File: config.mk
export PLATFORM = sky130hd
export DESIGN_NAME = shift_seq_ctrl
export DESIGN_NICKNAME = d
export VERILOG_FILES = /design/src/rtl/shift_seq_ctrl.sv
export SDC_FILE = /design/constraint.sdc
export NUM_CORES = 1
export LEC_CHECK = 0
export ABC_AREA = 1
export CELL_PAD_IN_SITES_DETAIL_PLACEMENT = 1
export CELL_PAD_IN_SITES_GLOBAL_PLACEMENT = 1
export CORE_UTILIZATION = 32
export CTS_CLUSTER_SIZE = 10
export DETAILED_ROUTE_END_ITERATION = 12
export PLACE_DENSITY_LB_ADDON = 0.1
export SLEW_MARGIN = 30
export SYNTH_ARGS = -nofsm -noshare
export SYNTH_HDL_FRONTEND = slang
export SYNTH_SLANG_ARGS = --single-unit
File: constraint.sdc
create_clock -name clk -period 1.45 [get_ports clk]
set_input_delay 0.29 -clock clk [delete_from_list [all_inputs] [get_ports clk]]
set_output_delay 0.29 -clock clk [all_outputs]
set_load 0.02 [all_outputs]
File: src/rtl/shift_seq_ctrl.sv
// shift_seq_ctrl: multi-cycle arithmetic shifter with valid/ready handshakes.
// Performs one 1-bit arithmetic shift per enabled cycle (ASR or ASL). ASL tracks
// signed overflow as a sticky flag for the whole operation.
//
// Optional feature: define SHIFT_ROTATE_EN to add in_rot, which turns each step
// into a rotate in the in_rl direction (overflow stays 0).
//
// Ports:
//   clk        clock, rising edge
//   rst        asynchronous active-high reset
//   ce         clock enable for shift steps only
//   in_valid   request valid
//   in_ready   request accepted (IDLE only)
//   in_data    operand
//   in_amt     shift amount, 0..WIDTH-1
//   in_rl      1 = arithmetic right, 0 = arithmetic left
//   in_rot     (SHIFT_ROTATE_EN only) 1 = rotate instead of shift
//   out_valid  result valid (HOLD)
//   out_ready  consumer accepts result
//   out_data   result, 0 when out_valid=0
//   out_ovf    ASL signed overflow, 0 when out_valid=0
//   busy       operation in flight (SHIFT or HOLD)
module shift_seq_ctrl #(
   parameter int WIDTH = 8,
   parameter int CNTW  = $clog2(WIDTH)
) (
   input  logic             clk,
   input  logic             rst,
   input  logic             ce,
   input  logic             in_valid,
   output logic             in_ready,
   input  logic [WIDTH-1:0] in_data,
   input  logic [CNTW-1:0]  in_amt,
   input  logic             in_rl,
`ifdef SHIFT_ROTATE_EN
   input  logic             in_rot,
`endif
   output logic             out_valid,
   input  logic             out_ready,
   output logic [WIDTH-1:0] out_data,
   output logic             out_ovf,
   output logic             busy
);

   typedef enum logic [1:0] {StIdle, StShift, StHold} state_e;

   state_e           state_q, state_d;
   logic [WIDTH-1:0] data_q, data_d;
   logic [CNTW-1:0]  cnt_q, cnt_d;
   logic             rl_q, rl_d;
   logic             ovf_q, ovf_d;
`ifdef SHIFT_ROTATE_EN
   logic             rot_q, rot_d;
`endif

   logic [WIDTH-1:0] ash_data, step_data;
   logic             ash_ovf, step_ovf;

   // One-bit step of the held operand
   always_comb begin
      ash_data = rl_q ? {data_q[WIDTH-1], data_q[WIDTH-1:1]} : {data_q[WIDTH-2:0], 1'b0};
      // Left step overflows when the two top bits differ before the shift
      ash_ovf  = ~rl_q & (data_q[WIDTH-1] ^ data_q[WIDTH-2]);
`ifdef SHIFT_ROTATE_EN
      if (rot_q) begin
         step_data = rl_q ? {data_q[0], data_q[WIDTH-1:1]} : {data_q[WIDTH-2:0], data_q[WIDTH-1]};
         step_ovf  = 1'b0;
      end else begin
         step_data = ash_data;
         step_ovf  = ash_ovf;
      end
`else
      step_data = ash_data;
      step_ovf  = ash_ovf;
`endif
   end

   always_comb begin
      state_d = state_q;
      data_d  = data_q;
      cnt_d   = cnt_q;
      rl_d    = rl_q;
      ovf_d   = ovf_q;
`ifdef SHIFT_ROTATE_EN
      rot_d   = rot_q;
`endif
      case (state_q)
         StIdle: begin
            if (in_valid) begin
               data_d  = in_data;
               cnt_d   = in_amt;
               rl_d    = in_rl;
               ovf_d   = 1'b0;
`ifdef SHIFT_ROTATE_EN
               rot_d   = in_rot;
`endif
               state_d = (in_amt != '0) ? StShift : StHold;
            end
         end
         StShift: begin
            if (ce) begin
               data_d = step_data;
               ovf_d  = ovf_q | step_ovf;
               cnt_d  = cnt_q - CNTW'(1);
               if (cnt_q == CNTW'(1)) state_d = StHold;
            end
         end
         StHold: begin
            if (out_ready) state_d = StIdle;
         end
         default: state_d = StIdle;
      endcase
   end

   always_ff @(posedge clk or posedge rst) begin
      if (rst) begin
         state_q <= StIdle;
         data_q  <= '0;
         cnt_q   <= '0;
         rl_q    <= 1'b0;
         ovf_q   <= 1'b0;
`ifdef SHIFT_ROTATE_EN
         rot_q   <= 1'b0;
`endif
      end else begin
         state_q <= state_d;
         data_q  <= data_d;
         cnt_q   <= cnt_d;
         rl_q    <= rl_d;
         ovf_q   <= ovf_d;
`ifdef SHIFT_ROTATE_EN
         rot_q   <= rot_d;
`endif
      end
   end

   // in_ready is gated by rst so it reads 0 for the whole reset window
   always_comb begin
      in_ready  = (state_q == StIdle) & ~rst;
      out_valid = (state_q == StHold);
      out_data  = out_valid ? data_q : '0;
      out_ovf   = out_valid & ovf_q;
      busy      = (state_q == StShift) | (state_q == StHold);
   end

endmodule

==> flow_summary.toml <==
[status]
status = "finished, violations left"
violations = "negative setup slack"

[grt]
grt_use_total = 0.1956
grt_overflow = 0
grt-busiest-layer = "met2"
grt_use_met3 = 0.02838
use_met1 = 0.2403
use_met2 = 0.3499
first_global_vias = 1160
antenna_found_initial = 0
grt_max_degree = 16
grt_first_pass_wirelength_um = 5216

[cts]
clock-sinks = 15
htreeDepth = 1
cts_buffer_depth = 2
cts_tree = "built"
cts_root_buf = "clkbuf_4"
clk_pin_slew_ns = 0.11
numCtsBuffers = 3
clk-insertion-delay-late_ns = 0.30

[synthesis]
synth.avg_cell_area_sq_um = 6.479
synth_area_sq_um = 1056
syn-num-nets = 186
synthFlopType = "dfrtp_1"
synth.distinct_cells = 18
netlist_instances = 163
synthArstFlopShare = 1.000
ys_ff_latch = 15
yosysSeqAreaShare = 0.3555
synth_edf_count = 0
synth_warnings = 0

[worst_setup_path]
cp_max_fo = 6
cpMaxStageDelayCell = "dfrtp_1"
critPathArrivalTime_ns = 1.32
critPathBufInv = 4
cp-start-kind = "flip-flop"
path_cells = "inv_2 > ha_4 > buf_8 > nand2_2 > inv_2 > buf_6"
critPathKind = "flip-flop to primary output"
slowest_delay_ns = 0.41
cp-end-kind = "primary output"
cpMostUsedCell = "inv_2"
required_ns = 1.16
path_delay_family = "flip-flops"

[finish]
nets = 240
syn_to_final_growth_pct = 66.94
final_cell_mix = "67 x nand2_1, 20 x buf_6, 16 x clkdlybuf4s50_1, 15 x dfrtp_1, 15 x buf_4"
fin_util = 0.5681
drive_gt1_frac = 0.3843
final-instance-count-excl-fill = 260
fillers = 414
diodes = 0
final_common_cell = "nand2_1"

[floorplanning]
initial_utilization = 0.3403
dieArea_sq_um = 3534
die_y_um = 59.45
die_w_um = 59.45
placeableCoreArea_sq_um = 3103
ios = 29
num_rows = 20

[sta]
finalHoldViolCount = 0
max_freq_mhz = 622.8
min_period_ns = 1.606
finClkSkew_ns = 0.01291
final-setup-viol-count = 23
fin_crit_sh = 1.107
slew_viol_final = 0
setup_slack_ns = -0.1555
relSlewSlack = 0.7424
rsz0062_at_grt = "true"
tightest_slew_ns = 0.3823

[routing]
firstDrtPassIters = 4
vias_per_cell = 4.504
routed_wl_um = 3562
post_drt_wl_per_cell_um = 13.70
drt_iter0_markers = 20
drc = 0
vias = 1171
antenna_left = 0

[hold_path]
hold_class = "input port to async pin"

[placement]
port_buffers = 28
hpwlAfterDp_um = 2268
post-place-cells = 252
gp_congestion = 0.7899

[power_and_ir_drop]
vdd_drop_max_mv = 1.221
power_density_nw_per_um2 = 2209
power.leakage_nw = 0.9449
p_total_w = 0.003894

[run]
cap_violations = 0
[worst min-delay path: stages]
cell,delay [ns]
clkdlybuf4s50_1,0.43
inv_1,0.06
buf_4,0.24
[Yosys cell counts (2+ instances only)]
cell type,instances,area share
o21ai_0,5,0.024
nor2_1,6,0.021
nand2_1,82,0.29
nor2_4,2,0.021
ha_1,6,0.071
inv_2,2,0.0071
dfrtp_1,15,0.36
a21oi_1,2,0.0095
inv_1,25,0.089
nand3_1,10,0.047
[power by group]
part	switching [W]	leakage [nW]	total [W]	internal [W]
registers	0.000171	0.186	0.000800	0.000629
clock network	0.000152	0.0150	0.000259	0.000107
logic	0.00154	0.744	0.00283	0.00130
total	0.00186	0.945	0.00389	0.00203
[logic make-up (layout without fill, tap and decap cells)]
logic type	after synthesis	after routing	synth area share
flops	15	15	0.3555
simple gates	103	103	0.3993
compound gates	8	8	0.04147
fa+ha+maj	6	6	0.07109
buf+inv	30	83	0.1244
xor+xnor	1	1	0.008295
[registers in the layout (all words and copies together), names as in the netlist]
signal / flops
cnt_q: 3
data_q: 8
rl_q: 1
state_q: 2
ovf_q: 1
[what timing repair did]
item                       in CTS  in global routing
resized for setup              94                 42
buffers inserted                2                  3
hold buffers                    0                  0
pin swaps                       9                 15
setup endpoints to repair      26                 26
[layer usage]
metal | vias to the layer above | wire (um)
li1 | 589 | -
met1 | 549 | 1596
met2 | 24 | 1787
met3 | 9 | 87
met4 | 0 | 91
met5 | - | 0
[through the flow]
| stage | setup WS [ns] | hold WS [ns] | instance area, sq um | TNS [ns] |
|---|---|---|---|---|
| 5_1_grt | -0.2099 | 0.3931 | 1763 | -3.738 |
| 3_5_place_dp | -0.3458 | 0.5021 | 1524 | -5.291 |
| 2_1_floorplan | 0.004113 | 0.1915 | 1056 | 0 |
| 6_report | -0.1555 | 0.3381 | 1763 | -2.157 |
| 4_1_cts | -0.1479 | 0.3389 | 1643 | -2.181 |
| 3_3_place_gp | -0.2697 | 0.4906 | 1524 | -3.722 |
[path summary, 6_finish.rpt]
| check | start | end | slack (ns) | depth (start not counted) |
|---|---|---|---|---|
| setup / recovery | state_q[0]$_DFFE_PP0P_ | out_data[4] | -0.16 | 6 |
| hold / removal | rst | state_q[0]$_DFFE_PP0P_ | 0.34 | 3 |
| setup reg to reg | state_q[0]$_DFFE_PP0P_ | data_q[1]$_DFFE_PP0P_ | -0.09 | 10 |
| hold reg to reg | ovf_q$_DFFE_PP0P_ | ovf_q$_DFFE_PP0P_ | 0.55 | 2 |
| max in group asynchronous | rst | cnt_q[0]$_DFFE_PP0P_ | 0.91 | 3 |
| min in group clk | ovf_q$_DFFE_PP0P_ | ovf_q$_DFFE_PP0P_ | 0.55 | 2 |
[final cells by class]
class / count / area [sq um] / area share
multi-input combinational: 118 / 684.4 / 0.3882
timing repair buffer: 52 / 513.0 / 0.2910
sequential: 15 / 375.4 / 0.2129
inverter: 27 / 108.9 / 0.06175
tap: 44 / 55.05 / 0.03123
clock buffer: 4 / 26.28 / 0.01490
Power figures use the tool's default switching activity.
